[src/rtl/ptr_bank_pkg.sv]
// Shared definitions for the pointer register bank: bus write-target codes and per-channel op encoding.
// Latency: n/a (package only).
// Backpressure: n/a (package only).
package ptr_bank_pkg;

    // Wmode write-target codes
    localparam logic [1:0] WM_PTR  = 2'b00;
    localparam logic [1:0] WM_BASE = 2'b01;
    localparam logic [1:0] WM_LIM  = 2'b10;
    localparam logic [1:0] WM_NOP  = 2'b11;

    // Operation a channel performs on a given edge, after priority resolution
    typedef enum logic [2:0] {
        OP_HOLD = 3'd0,
        OP_LOAD = 3'd1,
        OP_REW  = 3'd2,
        OP_INC  = 3'd3,
        OP_DEC  = 3'd4
    } ptr_op_e;

    // True when a Wmode code targets a register that exists in this build
    function automatic logic wmode_is_write(input logic [1:0] wm);
`ifdef PTRBANK_WRAP_EN
        return (wm != WM_NOP);
`else
        return (wm == WM_PTR) || (wm == WM_BASE);
`endif
    endfunction

endpackage

[src/rtl/ptr_channel.sv]
// One pointer channel: pointer/base/limit registers, priority resolution, wrap pulse (PTRBANK_WRAP_EN selects base/limit wrap).
// Latency: every request takes effect on the next rising Clk edge; outputs are registered.
// Backpressure: none; every request is accepted on the edge it is sampled.
module ptr_channel
    import ptr_bank_pkg::*;
#(
    parameter int WIDTH = 8
) (
    input  logic             Clk,
    input  logic             RST,
    input  logic             wr_ptr,
    input  logic             wr_base,
`ifdef PTRBANK_WRAP_EN
    input  logic             wr_lim,
`endif
    input  logic             rew,
    input  logic             inc,
    input  logic             dec,
    input  logic [WIDTH-1:0] din,
    output logic [WIDTH-1:0] ptr,
    output logic             base_valid,
    output logic             wrap
);

    logic [WIDTH-1:0] base;
    logic             wr_any;
    logic             at_top;    // Inc from here wraps
    logic             at_bot;    // Dec from here wraps
    logic [WIDTH-1:0] top_val;   // value Dec wraps to
    logic [WIDTH-1:0] bot_val;   // value Inc wraps to
    ptr_op_e          op;

`ifdef PTRBANK_WRAP_EN
    logic [WIDTH-1:0] lim;

    assign wr_any  = wr_ptr | wr_base | wr_lim;
    assign at_top  = (ptr == lim);
    assign at_bot  = (ptr == base);
    assign top_val = lim;
    assign bot_val = base;
`else
    // Without limit registers the wrap points are the arithmetic rollover points
    assign wr_any  = wr_ptr | wr_base;
    assign at_top  = &ptr;
    assign at_bot  = ~|ptr;
    assign top_val = '1;
    assign bot_val = '0;
`endif

    // Resolve this edge's operation: write > rewind > inc/dec (both together cancel) > hold
    always_comb begin
        op = OP_HOLD;
        if (wr_any) begin
            op = OP_LOAD;
        end else if (rew) begin
            op = OP_REW;
        end else if (inc && !dec) begin
            op = OP_INC;
        end else if (dec && !inc) begin
            op = OP_DEC;
        end
    end

    // Register update; wrap is a one-cycle pulse so it defaults low every edge
    always_ff @(posedge Clk) begin
        if (RST) begin
            ptr        <= '0;
            base       <= '0;
            base_valid <= 1'b0;
            wrap       <= 1'b0;
`ifdef PTRBANK_WRAP_EN
            lim        <= '1;
`endif
        end else begin
            wrap <= 1'b0;
            case (op)
                OP_LOAD: begin
                    if (wr_ptr) begin
                        ptr <= din;
                        // The first pointer load after reset also defines the rewind point
                        if (!base_valid) begin
                            base       <= din;
                            base_valid <= 1'b1;
                        end
                    end
                    if (wr_base) begin
                        base       <= din;
                        base_valid <= 1'b1;
                    end
`ifdef PTRBANK_WRAP_EN
                    if (wr_lim) begin
                        lim <= din;
                    end
`endif
                end
                OP_REW: begin
                    ptr <= base;
                end
                OP_INC: begin
                    if (at_top) begin
                        ptr  <= bot_val;
                        wrap <= 1'b1;
                    end else begin
                        ptr <= ptr + WIDTH'(1);
                    end
                end
                OP_DEC: begin
                    if (at_bot) begin
                        ptr  <= top_val;
                        wrap <= 1'b1;
                    end else begin
                        ptr <= ptr - WIDTH'(1);
                    end
                end
                default: begin
                end
            endcase
        end
    end

endmodule

[src/rtl/ptr_reg_bank.sv]
// Bank of NCH pointer registers on the main bus; decodes bus writes into per-channel strobes (PTRBANK_WRAP_EN enables limit wrap).
// Latency: one Clk edge from request to dout/base_valid/wrap; no combinational input-to-output path.
// Backpressure: none; writes and Rew/Inc/Dec are always accepted.
module ptr_reg_bank
    import ptr_bank_pkg::*;
#(
    parameter int WIDTH = 8,
    parameter int NCH   = 2,
    parameter int SEL_W = (NCH > 1) ? $clog2(NCH) : 1
) (
    input  logic                 Clk,
    input  logic                 RST,
    input  logic                 Wen,
    input  logic [SEL_W-1:0]     Wsel,
    input  logic [1:0]           Wmode,
    input  logic [WIDTH-1:0]     BusOut,
    input  logic [NCH-1:0]       Rew,
    input  logic [NCH-1:0]       Inc,
    input  logic [NCH-1:0]       Dec,
    output logic [NCH*WIDTH-1:0] dout,
    output logic [NCH-1:0]       base_valid,
    output logic [NCH-1:0]       wrap
);

    logic [NCH-1:0] wr_ptr_v;
    logic [NCH-1:0] wr_base_v;
`ifdef PTRBANK_WRAP_EN
    logic [NCH-1:0] wr_lim_v;
`endif

    // Decode the bus write into per-channel target strobes; Wsel >= NCH or a no-op Wmode raises none
    always_comb begin
        wr_ptr_v  = '0;
        wr_base_v = '0;
`ifdef PTRBANK_WRAP_EN
        wr_lim_v  = '0;
`endif
        for (int k = 0; k < NCH; k++) begin
            if (Wen && (Wsel == SEL_W'(k)) && wmode_is_write(Wmode)) begin
                wr_ptr_v[k]  = (Wmode == WM_PTR);
                wr_base_v[k] = (Wmode == WM_BASE);
`ifdef PTRBANK_WRAP_EN
                wr_lim_v[k]  = (Wmode == WM_LIM);
`endif
            end
        end
    end

    genvar k;
    generate
        for (k = 0; k < NCH; k++) begin : g_ch
            ptr_channel #(
                .WIDTH      (WIDTH)
            ) u_ch (
                .Clk        (Clk),
                .RST        (RST),
                .wr_ptr     (wr_ptr_v[k]),
                .wr_base    (wr_base_v[k]),
`ifdef PTRBANK_WRAP_EN
                .wr_lim     (wr_lim_v[k]),
`endif
                .rew        (Rew[k]),
                .inc        (Inc[k]),
                .dec        (Dec[k]),
                .din        (BusOut),
                .ptr        (dout[k*WIDTH +: WIDTH]),
                .base_valid (base_valid[k]),
                .wrap       (wrap[k])
            );
        end
    endgenerate

endmodule

[config.mk]
export PLATFORM = sky130hd
export DESIGN_NAME = ptr_reg_bank
export DESIGN_NICKNAME = d
export VERILOG_FILES = /design/src/rtl/ptr_bank_pkg.sv /design/src/rtl/ptr_channel.sv /design/src/rtl/ptr_reg_bank.sv
export SDC_FILE = /design/constraint.sdc
export NUM_CORES = 1
export LEC_CHECK = 0
export ABC_AREA = 1
export CAP_MARGIN = 20
export CORE_MARGIN = 3
export CORE_UTILIZATION = 45
export DETAILED_ROUTE_END_ITERATION = 8
export PLACE_DENSITY_LB_ADDON = 0.1
export SYNTH_ARGS = -nofsm -noshare
export SYNTH_HDL_FRONTEND = slang
export SYNTH_SLANG_ARGS = --single-unit
export TNS_END_PERCENT = 1
[constraint.sdc]
create_clock -name Clk -period 1.6 [get_ports Clk]
set_input_delay 0.32 -clock Clk [delete_from_list [all_inputs] [get_ports Clk]]
set_output_delay 0.32 -clock Clk [all_outputs]
set_load 0.05 [all_outputs]
==> flow_metrics.tcl, run 1 <==
set metrics [dict create \
    status "finished clean" \
    critPathSlowestCell "clkdlybuf4s50_1" \
    ys_seq_elements 36 \
    finalNetCount 533 \
    grt_overflow 0 \
    synthAdderAreaFrac 0.0282 \
    powerDensity_nw_per_um2 822 \
    synthCells 438 \
    ctsHoldBuffers 0 \
    worstPathRequired_ns 1.83 \
    maxCapViolCount 0 \
    power_uw 3090 \
    design_area_um2 3750 \
    period_minus_slack_ns 1.58 \
    synth_compound_area_frac 0.182 \
    slew-limit-headroom 0.651 \
    r2r-start "g_ch[1].u_ch.ptr[0]" \
    synth_cell_types 29 \
    worstSetupStartpoint "Inc[0]" \
    syn_to_final_growth_pct 41.2 \
    rsz0062_at_grt "yes" \
    rows 27 \
    crit_path_max_fanout 4 \
    dpl_cell_area_um2 3500 \
    drt_wl_total_mm 7.93 \
    hp-class "in2reg" \
    crit_path_cell_trace "clkdlybuf4s50_1 -> inv_1 -> nor2_1 -> nand3_4 -> buf_4 -> nor2_4 -> nand2_1 -> nand4_1 -> nand2_1 -> a21oi_1" \
    num_vias 3081 \
    dieArea_um2 6870 \
    synth_top_family_by_area "simple AND/OR/NAND/NOR gates" \
    io-pin-count 40 \
    utilization 0.669 \
    drc 0 \
    fin_skew_ns 0.00385 \
    fmax_ghz 0.634 \
    syn_nets 464 \
    drtPass1Iterations 5 \
    synthMuxAreaShare 0 \
    io_buffers 39 \
    hold_viol 0 \
    clock_sinks 36 \
    synth_area_leaders "dfxtp_1 (27%), nand2_1 (15%), inv_1 (8.0%)" \
    fin_crit_sh 0.986 \
    maxSlewViolCount 0 \
    arrival_ns 1.80 \
    antenna_found_initial 0 \
    clkTransAtPathRegs_ns 0.07 \
    vias_per_cell 5.31 \
    cts-root-buf "clkbuf_8" \
    drive_above_1_share 0.224 \
    die_x_um 82.9 \
    clockBufferDepth 2 \
    core_um2 5610 \
    synthesis.area_um2 2660 \
    grt_pass1_vias 2782 \
    cts_tree "built" \
    cpPeakStageDelay_ns 0.45 \
    wl_per_cell_um 13.7 \
    ant_nets 0 \
    p_leak_uw 0.00181 \
    filler_cell_count 490 \
    ys_seq_area_frac 0.271 \
    initial_core_util 0.474 \
    gp_congestion 0.922 \
    yosysWarnings 0 \
    setup.worst_path.class "in2reg" \
    synth_area_leader_cell "dfxtp_1" \
    setup_viol_count_final 0 \
    crit_path_end_kind "register" \
    worstRegToRegCells 11 \
    synth_top_area_frac 0.271 \
    ff2ff_setup_slack_ns 0.05 \
    drtIter0Drc 246 \
    grt_pass1_wl_mm 12.6 \
    avgSynthCellArea_um2 6.07 \
    grt_max_degree 19 \
    grt.total_usage 0.219 \
    diodes 0 \
    place_hpwl_mm 6.02 \
    synth_xor_area_frac 0.0165 \
    clkLatencyLatePin_ns 0.29 \
    chipHeight_um 82.9 \
    worstMarginPinSlew_ns 0.523 \
    cpMostUsedCell "nand2_1" \
    numCtsBuffers 5 \
    endpoint "g_ch[0].u_ch.ptr[7]" \
    r2r_end "g_ch[1].u_ch.ptr[2]" \
    synth-simple-area-share 0.368 \
    ir_drop_uv 450 \
    startpoint_type "input port" \
    cts_max_level 2 \
]
[placed cells by master, fill, tap and decap left out, drive strengths merged]
| cell | synthesis | final |
|---|---|---|
| o21a | 1 | 1 |
| inv | 66 | 66 |
| dlymetal6s2s | 0 | 4 |
| bufinv | 0 | 1 |
| o311ai | 1 | 1 |
| nor3 | 1 | 1 |
| o21ai | 42 | 42 |
| clkbuf | 6 | 6 |
| buf | 13 | 62 |
| dfxtp | 36 | 36 |
| nand3 | 39 | 39 |
| o211ai | 1 | 1 |
| nor2 | 45 | 45 |
| clkinv | 0 | 1 |
| nand3b | 3 | 3 |
| clkdlybuf4s50 | 0 | 15 |
| xor2 | 5 | 5 |
| nand4 | 14 | 14 |
| ha | 6 | 6 |
| a21oi | 44 | 44 |
| a31oi | 1 | 1 |
| nand2 | 114 | 114 |
[flip-flops by register name, summed over array words and instances, names as in the netlist]
register and flops:
g_ch.u_ch.base_valid 2, g_ch.u_ch.base 16, g_ch.u_ch.wrap 2, g_ch.u_ch.ptr 16
[worst min path at each step]
stage	cells after the start	from	slack, ns	end
2_1_floorplan	1	g_ch[0].u_ch.base_valid	0.48	g_ch[0].u_ch.base_valid
3_3_place_gp	2	g_ch[0].u_ch.ptr[0]	0.48	g_ch[0].u_ch.ptr[0]
3_5_place_dp	2	g_ch[0].u_ch.ptr[0]	0.48	g_ch[0].u_ch.ptr[0]
4_1_cts	2	g_ch[0].u_ch.ptr[0]	0.49	g_ch[0].u_ch.ptr[0]
5_1_grt	2	g_ch[0].u_ch.ptr[0]	0.50	g_ch[0].u_ch.ptr[0]
6_report	5	Wmode[1]	0.50	g_ch[1].u_ch.base_valid
[logic make-up after synthesis]
group           after synthesis
simple gates                216
xor+xnor                      5
fa+ha+maj                     6
flops                        36
buf+inv                      85
compound gates               90
[stage by stage]
step	cells	TNS [ns]	hold WS, ns	worst slack (ns)
floorplan	438	-1.06	0.484	-0.132
global placement	566	-5.94	0.478	-0.263
detailed placement	566	-7.15	0.483	-0.292
CTS	574	0	0.494	0.0200
global route	580	-0.0755	0.502	-0.0324
finish	580	0	0.496	0.0229
[cell usage after synthesis (all sizes together)]
master and count:
nand4 14, nor2 45, nor3 1, a31oi 1, o21ai 42, ha 6, buf 13, nand3b 3
a21oi 44, nand3 39, nand2 114, xor2 5, o211ai 1, inv 66, o21a 1, dfxtp 36
clkbuf 6, o311ai 1
[timing repair]
action | CTS | global route
resized for setup | 1 | 33
buffers inserted | 0 | 6
endpoints found under the setup margin | 1 | 18
endpoints found under the hold margin | 0 | 0
gates cloned | 0 | 0
pin swaps | 0 | 7
[final cells by class]
type | instances | area [um2] | share of cell area
multi-input cells | 317 | 1660 | 0.441
repair buffers | 81 | 923 | 0.246
flip-flops and latches | 36 | 727 | 0.194
inverters | 66 | 250 | 0.0667
well taps | 72 | 90.1 | 0.0240
clock buffers | 6 | 72.6 | 0.0193
clock inverters | 2 | 35.0 | 0.00933
[metal layers]
layer / share of wire / wire length [um] / vias to the layer above / global-route usage
li1: - / - / 1557 / -
met1: 0.47 / 3740 / 1397 / 0.299
met2: 0.45 / 3560 / 119 / 0.348
met3: 0.066 / 526 / 8 / 0.0466
met4: 0.012 / 99 / 0 / 0.0639
met5: 0 / 0 / - / 0
[report_power, final]
group | switching (uW) | leakage (uW) | total [uW] | internal [uW]
Clock | 344 | 0.0000552 | 807 | 463
Sequential | 81.3 | 0.000297 | 1040 | 962
Combinational | 704 | 0.00146 | 1240 | 531
[worst max-delay path, delay by kind of cell]
family	cells	cell delay [ns]
compound gates	1	0.12
simple gates	6	0.68
buf+inv	3	0.67
(Power assumes the default switching activity.)
==> run 2: changes to the inputs <==
- ABC_AREA: 1 -> not set
- SKIP_CTS_REPAIR_TIMING: not set -> 1
- SLEW_MARGIN: not set -> 20
==> flow_metrics.tcl, run 2 <==
set metrics [dict create \
    status "finished with violations" \
    violations "setup timing" \
    synth_top_area_frac 0.270 \
    vias_per_cell 5.86 \
    filler_cell_count 433 \
    maxCapViolCount 0 \
    dp_slack_ns -0.584 \
    ys.flop_type "dfxtp_1" \
    ys_seq_elements 36 \
    drt_wl_total_mm 8.07 \
    crit_path_end_kind "register" \
    ir_drop_uv 543 \
    grt_pass1_vias 2642 \
    gp_congestion 0.904 \
    yosysMostFrequentCell "dfxtp_1" \
    synth_compound_area_frac 0.252 \
    fin_skew_ns 0.00279 \
    synth_top_family_by_area "simple AND/OR/NAND/NOR gates" \
    slew-limit-headroom 0.646 \
    synth-simple-area-share 0.301 \
    synthCells 332 \
    pwr-share-clk 0.213 \
    p_seq_frac 0.344 \
    min_to "g_ch[0].u_ch.base[2]" \
    synthesis.area_um2 2670 \
    grt_pass1_wl_mm 12.7 \
    clkLatencyLatePin_ns 0.29 \
    cts-root-buf "clkbuf_8" \
    drtPass1Iterations 5 \
    design_area_um2 4140 \
    syn_nets 358 \
    fmax_ghz 0.594 \
    utilization 0.738 \
    wl_per_cell_um 15.9 \
    drive_above_1_share 0.395 \
    synthMuxAreaShare 0.0601 \
    die_x_um 83.0 \
    worstRegToRegCells 6 \
    setup_tns_ns -0.218 \
    startpoint_type "register" \
    synth_common_cells "dfxtp_1 (36), nand2_1 (28), nor2_1 (28)" \
    io-pin-count 40 \
    grt_overflow 0 \
    setup_viol_count_final 6 \
    setup.worst_path.class "reg2reg" \
    finalNetCount 460 \
    synth_area_leader_cell "dfxtp_1" \
    worstMarginPinSlew_ns 0.524 \
    r2r_end "g_ch[0].u_ch.ptr[5]" \
    synth_area_leaders "dfxtp_1 (27%), mux2i_1 (6.0%), a21oi_1 (4.5%)" \
    drc 0 \
    cts_max_level 2 \
    hold_viol 0 \
    crit_path_max_fanout 13 \
    hp-class "reg2reg" \
    fin_crit_sh 1.05 \
    grt_max_degree 17 \
    async_reset_ff_frac 0 \
    dpl_cell_area_um2 3830 \
    worstPathRequired_ns 1.83 \
    synth-edff-count 0 \
    final_common_cell "buf_4" \
    syn_to_final_growth_pct 55.2 \
    p_switching_uw 1110 \
    antenna_found_initial 0 \
    maxSlewViolCount 0 \
    chipHeight_um 83.0 \
    place_hpwl_mm 6.08 \
    arrival_ns 1.91 \
    clock_sinks 36 \
    combPwrFrac 0.444 \
    ys_seq_area_frac 0.270 \
    dieArea_um2 6880 \
    num_vias 2971 \
    rows 27 \
    final_cell_mix "buf_4 (80), nand2_1 (28), nor2_1 (28)" \
    rsz0062_at_grt "yes" \
    yosysWarnings 0 \
    core_um2 5610 \
    p_int_uw 1950 \
    numCtsBuffers 5 \
    top_regs "g_ch.u_ch.base x16, g_ch.u_ch.ptr x16" \
    hold_start "g_ch[0].u_ch.base[2]" \
    grt.total_usage 0.219 \
    p_leak_uw 0.00172 \
    clockBufferDepth 2 \
    drtIter0Drc 272 \
    avgSynthCellArea_um2 8.03 \
    cts_tree "built" \
    setup_ws_ns -0.0826 \
    synth_xor_area_frac 0.0263 \
    period_minus_slack_ns 1.68 \
    initial_core_util 0.475 \
    ant_nets 0 \
    synthAdderAreaFrac 0.0282 \
    r2r-start "g_ch[0].u_ch.ptr[2]" \
    io_buffers 39 \
    hold_depth 2 \
    worstSetupStartpoint "g_ch[0].u_ch.ptr[2]" \
    diodes 0 \
    clkTransAtPathRegs_ns 0.07 \
    powerDensity_nw_per_um2 740 \
    synth_cell_types 64 \
    switching_share 0.362 \
    ff2ff_setup_slack_ns -0.08 \
]
-- run 2: cell types whose count changed in the layout (fill, tap and decap cells not counted), moves of 11 or more --
cell | previous run | this run
inv_1 | 53 | 6
dfxtp_1 | 33 | 21
o21ai_0 | 27 | 3
a22o_1 | 0 | 12
nand3_1 | 34 | 19
a21oi_1 | 42 | 23
buf_4 | 40 | 80
mux2i_1 | 0 | 16
nand2_1 | 107 | 28
o211ai_1 | 1 | 12
o21ai_1 | 15 | 3
-- run 2: worst max-delay path, cell delays in order (launching register included) --
cell	delay (ns)
dfxtp_2	0.42
buf_4	0.19
nor4b_1	0.46
o21ai_0	0.17
a21oi_1	0.20
a32oi_1	0.12
nand2_1	0.08
-- run 2: metrics by stage --
step / total power, uW / hold WS [ns] / instances
after floorplan: 1730 / 0.460 / 332
after global placement: 2290 / 0.475 / 496
after detailed placement: 2300 / 0.486 / 496
after CTS: 2940 / 0.504 / 504
after global routing: 3210 / 0.528 / 507
final: 3060 / 0.503 / 507
-- run 2: power groups by stage --
| stage | logic, uW | clock network (uW) | registers (uW) |
|---|---|---|---|
| after floorplan | 556 | 0 | 1170 |
| after global placement | 1230 | 0 | 1060 |
| after detailed placement | 1240 | 0 | 1060 |
| after CTS | 1250 | 658 | 1040 |
| after global routing | 1450 | 700 | 1060 |
| final | 1360 | 651 | 1050 |
-- run 2: area by class of cell --
class,instances,area (um2),area share
Clock buffer,5,68.8,0.0166
Clock inverter,3,18.8,0.00454
Inverter,10,40.0,0.00968
Multi-Input combinational cell,261,1940,0.469
Sequential cell,36,757,0.183
Tap cell,72,90.1,0.0218
Timing Repair Buffer,120,1220,0.295
-- run 2: worst max-delay path by stage --
stage / to / slack (ns) / cells after the start
after global placement: g_ch[0].u_ch.ptr[0] / -0.52 / 6
final: g_ch[0].u_ch.ptr[5] / -0.08 / 6
after detailed placement: g_ch[0].u_ch.ptr[0] / -0.58 / 6
after global routing: g_ch[0].u_ch.ptr[5] / -0.22 / 7
after CTS: g_ch[0].u_ch.ptr[0] / -0.27 / 6
after floorplan: g_ch[0].u_ch.ptr[6] / -0.11 / 6
-- run 2: metal layers --
layer  vias up  part of all wire  wire length, um  track usage
met5         -                 0                0            0
met4         0             0.012              100       0.0431
met3        15             0.067              542       0.0347
met2       112              0.44             3570        0.332
met1      1416              0.48             3850        0.328
li1       1428                 -                -            -
-- run 2: cell families (layout without fill, tap and decap cells) --
family	after synthesis	after routing
flops	36	36
simple gates	140	140
xor+xnor	8	8
mux	16	16
buf+inv	35	138
compound gates	91	91
fa+ha+maj	6	6
